`src/rtl/booth_r4_seq_mult.sv`:
```
// Sequential radix-4 Booth multiplier: one partial product per cycle,
// signed/unsigned per operation, valid/ready handshake on both sides.
module booth_r4_seq_mult #(
  parameter int unsigned WIDTH = 16
) (
  input  logic                 clk,
  input  logic                 rst_n,
  input  logic                 in_valid,
  output logic                 in_ready,
  input  logic [WIDTH-1:0]     x,
  input  logic [WIDTH-1:0]     y,
  input  logic                 signed_mode,
  output logic                 out_valid,
  input  logic                 out_ready,
  output logic [2*WIDTH-1:0]   product,
  output logic                 busy
);

  localparam int unsigned EW   = WIDTH + 2;
  localparam int unsigned SW   = EW + 1;
  localparam int unsigned AW   = 2 * WIDTH + 4;
  localparam int unsigned PW   = 2 * WIDTH;
  localparam int unsigned ITER = WIDTH / 2 + 1;
  localparam int unsigned CW   = $clog2(ITER + 1);

  localparam logic [1:0] IDLE = 2'd0;
  localparam logic [1:0] CALC = 2'd1;
  localparam logic [1:0] DONE = 2'd2;

  logic [1:0]    state, state_d;
  logic [EW-1:0] xr;
  logic [AW-1:0] acc, acc_step;
  logic          y_m1;
  logic [CW-1:0] cnt;
  logic          last_step;

  logic [EW-1:0] x_ext, y_ext;
  logic [2:0]    trip;
  logic [SW-1:0] hi_ext, mag, sum;
  logic          neg;
  logic [AW:0]   wide, wide_sh;

  assign x_ext     = {{2{signed_mode & x[WIDTH-1]}}, x};
  assign y_ext     = {{2{signed_mode & y[WIDTH-1]}}, y};
  assign last_step = (cnt == CW'(ITER - 1));

  // State register
  always_ff @(posedge clk or negedge rst_n) begin
    if (!rst_n) state <= IDLE;
    else        state <= state_d;
  end

  // Next-state logic
  always_comb begin
    state_d = state;
    case (state)
      IDLE:    if (in_valid)  state_d = CALC;
      CALC:    if (last_step) state_d = DONE;
      DONE:    if (out_ready) state_d = IDLE;
      default: state_d = IDLE;
    endcase
  end

  // One Booth step: recode triplet, add partial product into the high half, shift by 2
  always_comb begin
    trip   = {acc[1:0], y_m1};
    hi_ext = {acc[AW-1], acc[AW-1:EW]};
    neg    = 1'b0;
    mag    = '0;
    case (trip)
      3'b001, 3'b010: mag = {xr[EW-1], xr};
      3'b011:         mag = {xr, 1'b0};
      3'b100: begin   mag = {xr, 1'b0};         neg = 1'b1; end
      3'b101, 3'b110: begin mag = {xr[EW-1], xr}; neg = 1'b1; end
      default: ;
    endcase
    sum      = hi_ext + (neg ? ~mag : mag) + SW'(neg);
    wide     = {sum, acc[EW-1:0]};
    wide_sh  = $signed(wide) >>> 2;
    acc_step = AW'(wide_sh);
  end

  // Datapath and registered handshake outputs
  always_ff @(posedge clk or negedge rst_n) begin
    if (!rst_n) begin
      xr        <= '0;
      acc       <= '0;
      y_m1      <= 1'b0;
      cnt       <= '0;
      product   <= '0;
      in_ready  <= 1'b1;
      out_valid <= 1'b0;
      busy      <= 1'b0;
    end else begin
      in_ready  <= (state_d == IDLE);
      out_valid <= (state_d == DONE);
      busy      <= (state_d != IDLE);
      if (state == IDLE && in_valid) begin
        xr   <= x_ext;
        acc  <= {EW'(0), y_ext};
        y_m1 <= 1'b0;
        cnt  <= '0;
      end else if (state == CALC) begin
        acc  <= acc_step;
        y_m1 <= acc[1];
        cnt  <= cnt + CW'(1);
        if (last_step) product <= PW'(acc_step);
      end
    end
  end

endmodule
```
`config.mk`:
```
export PLATFORM = sky130hd
export DESIGN_NAME = booth_r4_seq_mult
export DESIGN_NICKNAME = d
export VERILOG_FILES = /design/src/rtl/booth_r4_seq_mult.sv
export SDC_FILE = /design/constraint.sdc
export NUM_CORES = 1
export LEC_CHECK = 0
export ABC_AREA = 1
export CORE_MARGIN = 2
export CORE_UTILIZATION = 45
export DETAILED_ROUTE_END_ITERATION = 8
export GPL_TIMING_DRIVEN = 0
export PLACE_DENSITY = 0.71
export SETUP_SLACK_MARGIN = 0.5
export SYNTH_ARGS = -nofsm -noshare
export SYNTH_HDL_FRONTEND = slang
export SYNTH_SLANG_ARGS = --single-unit
```
`constraint.sdc`:
```
create_clock -name clk -period 4.15 [get_ports clk]
set_input_delay 0.83 -clock clk [delete_from_list [all_inputs] [get_ports clk]]
set_output_delay 0.83 -clock clk [all_outputs]
set_load 0.02 [all_outputs]
```
==> impl_metrics.json <==
{
  "status": "complete, no violations",
  "finClkSkew_ns": 0.00948,
  "slew_headroom_pct": 57.9,
  "cts_tree": "done",
  "synthCells": 602,
  "cts_made_buffers": 9,
  "rr_endpoint": "acc[30]$_DFFE_PN0P_",
  "min_path_type": "in2async",
  "hold_buffers": 0,
  "via_count": 4350,
  "drive_gt1_share_pct": 9.58,
  "ys_warn_count": 0,
  "viasPerCell": 5.25,
  "wl_per_cell_um": 14.5,
  "place_ws_ns": 1.33,
  "rsz0062_at_grt": "false",
  "post-route-util_pct": 56.3,
  "arrival_ns": 3.16,
  "num_io_pins": 72,
  "worstSetupPathType": "reg2reg",
  "synthesis.area_um2": 5050,
  "drv_slew": 0,
  "syn_area_per_cell_um2": 8.38,
  "final_common_cell": "nand2_1",
  "clkTransAtPathRegs_ns": 0.10,
  "fin_setup_tns_ns": 0,
  "grt_max_degree": 52,
  "rrSetupSlack_ns": 1.25,
  "grt_pass1_wl_um": 19800,
  "maxCapViolCount": 0,
  "fillers": 1026,
  "cts_max_level": 3,
  "required_ns": 4.41,
  "portBuffers": 71,
  "route.detailed.drc": 0,
  "ys_seq_elements": 94,
  "synth_edf_count": 0,
  "max_freq_mhz": 345,
  "rows": 38,
  "worst_pin_slew_ns": 0.632,
  "grt_pass1_vias": 4089,
  "path_max_fanout": 10,
  "coreArea_um2": 10900,
  "ys.flop_type": "dfrtp_1",
  "fin_nets": 742,
  "cts_root_buf": "clkbuf_8",
  "die-width_um": 110,
  "area_growth_pct": 21.4,
  "cts.path.max_buffers": 2,
  "die_area_um2": 12100,
  "wirelength_um": 12000,
  "first_pass_iters": 4,
  "hold_viol_final": 0,
  "grt_usage_pct": 21.4,
  "cts_resized": 0,
  "grt-ovfl-total": 0,
  "ys_seq_area_share_pct": 46.6,
  "dr.first_iter.drc_count": 184,
  "min_period_ns": 2.90,
  "fin_ws_ns": 1.25,
  "async_flop_share_pct": 100,
  "post_cts_buffers": 0,
  "initial_core_util_pct": 46.3,
  "hpwl_um": 9280,
  "antennaDiodeCount": 0,
  "setup_viol": 0,
  "antenna_left": 0,
  "worst-r2r-cell-count": 15,
  "clock_latency_ns": 0.36,
  "start_kind": "flip-flop",
  "cts.sinks": 94,
  "worst_setup_path_end_kind": "flip-flop",
  "place_congestion": 0.877,
  "holdWs_ns": 0.450,
  "die_h_um": 110,
  "ys_types": 40,
  "antenna_found_initial": 0,
  "final_cell_mix": "nand2_1 (156), dfrtp_1 (93), clkdlybuf4s50_1 (70)",
  "syn_nets": 659,
  "post-route-period-util_pct": 69.9,
  "worstReg2RegStart": "acc[0]$_DFFE_PN0P_"
}
## state kept, by name, indices dropped and copies added (netlist names), 2 cells and up
register / count
acc: 35
product: 32
xr: 17
cnt: 4
state: 2
## cells in the mapped netlist, drive strengths merged, types with 2 or more instances
library cell,number,area share [%]
nand2,170,14
dfrtp,93,46
inv,74,5.5
o21ai,61,6.2
nand3,34,3.8
nor2,23,1.9
a21oi,20,2.2
ha,19,4.7
o22ai,18,2.2
xor2,16,2.8
o221ai,15,2.6
buf,14,1.5
clkbuf,7,0.52
nand4,7,1.2
xnor2,6,1.0
nand3b,5,0.82
a21o,3,0.45
a22oi,3,0.45
or2,3,0.37
a31oi,2,0.25
o21a,2,0.30
o31ai,2,0.30
## routing by layer
layer  share of wire (%)  vias up  track usage (%)
li1                    -     2156                -
met1                  48     2068             30.7
met2                  45      108             32.9
met3                 4.3       18             2.90
met4                 2.2        0             7.87
met5                   0        -                0
## per-stage QoR
| stage | cell area, um2 | std cells |
|---|---|---|
| after floorplan | 5050 | 602 |
| final | 6130 | 829 |
| after global placement | 5930 | 813 |
| after global routing | 6130 | 829 |
| after CTS | 6130 | 829 |
| after detailed placement | 5960 | 814 |
## area by class of cell
class                           count  area (um2)  area share, %
Clock inverter                      6        47.5          0.776
Multi-Input combinational cell    413        2310           37.8
Sequential cell                    94        2350           38.4
Tap cell                          140         175           2.86
Inverter                           74         278           4.53
Buffer                             21         101           1.65
Timing Repair Buffer               72         736           12.0
Clock buffer                        9         124           2.02
## worst max-delay path: stages (launching register included)
cell	delay [ns]
dfrtp_1	0.40
inv_1	0.12
nand2_4	0.09
nand2_1	0.06
nand2_1	0.13
buf_2	0.22
o22ai_1	0.17
xor2_1	0.29
ha_1	0.36
a21oi_2	0.25
o21ai_1	0.12
a21oi_1	0.14
nand2_1	0.09
or2_1	0.23
nand3_1	0.07
nand2_1	0.05
## cells by family after synthesis
kind of cell	count (synthesis)	share of synthesized area [%]
xor+xnor	22	3.82
compound gates	127	15.1
flops	94	46.6
buf+inv	95	7.51
fa+ha+maj	20	5.11
simple gates	244	21.8
## worst max-delay path by stage
| stage | from | end | slack (ns) | depth (start not counted) |
|---|---|---|---|---|
| global placement | rst_n | product[27]$_DFFE_PN0P_ | -1.14 | 1 |
| finish | acc[0]$_DFFE_PN0P_ | acc[30]$_DFFE_PN0P_ | 1.25 | 15 |
| detailed placement | acc[0]$_DFFE_PN0P_ | acc[30]$_DFFE_PN0P_ | 1.33 | 15 |
| global route | y_m1$_DFFE_PN0P_ | product[31]$_DFFE_PN0P_ | 1.06 | 16 |
| CTS | acc[0]$_DFFE_PN0P_ | acc[30]$_DFFE_PN0P_ | 1.30 | 15 |
| floorplan | y_m1$_DFFE_PN0P_ | acc[30]$_DFFE_PN0P_ | 1.72 | 14 |
Power is left out: the tool's default activity adds up to more than one toggle a clock period on the data nets, which glitch-free logic cannot reach.
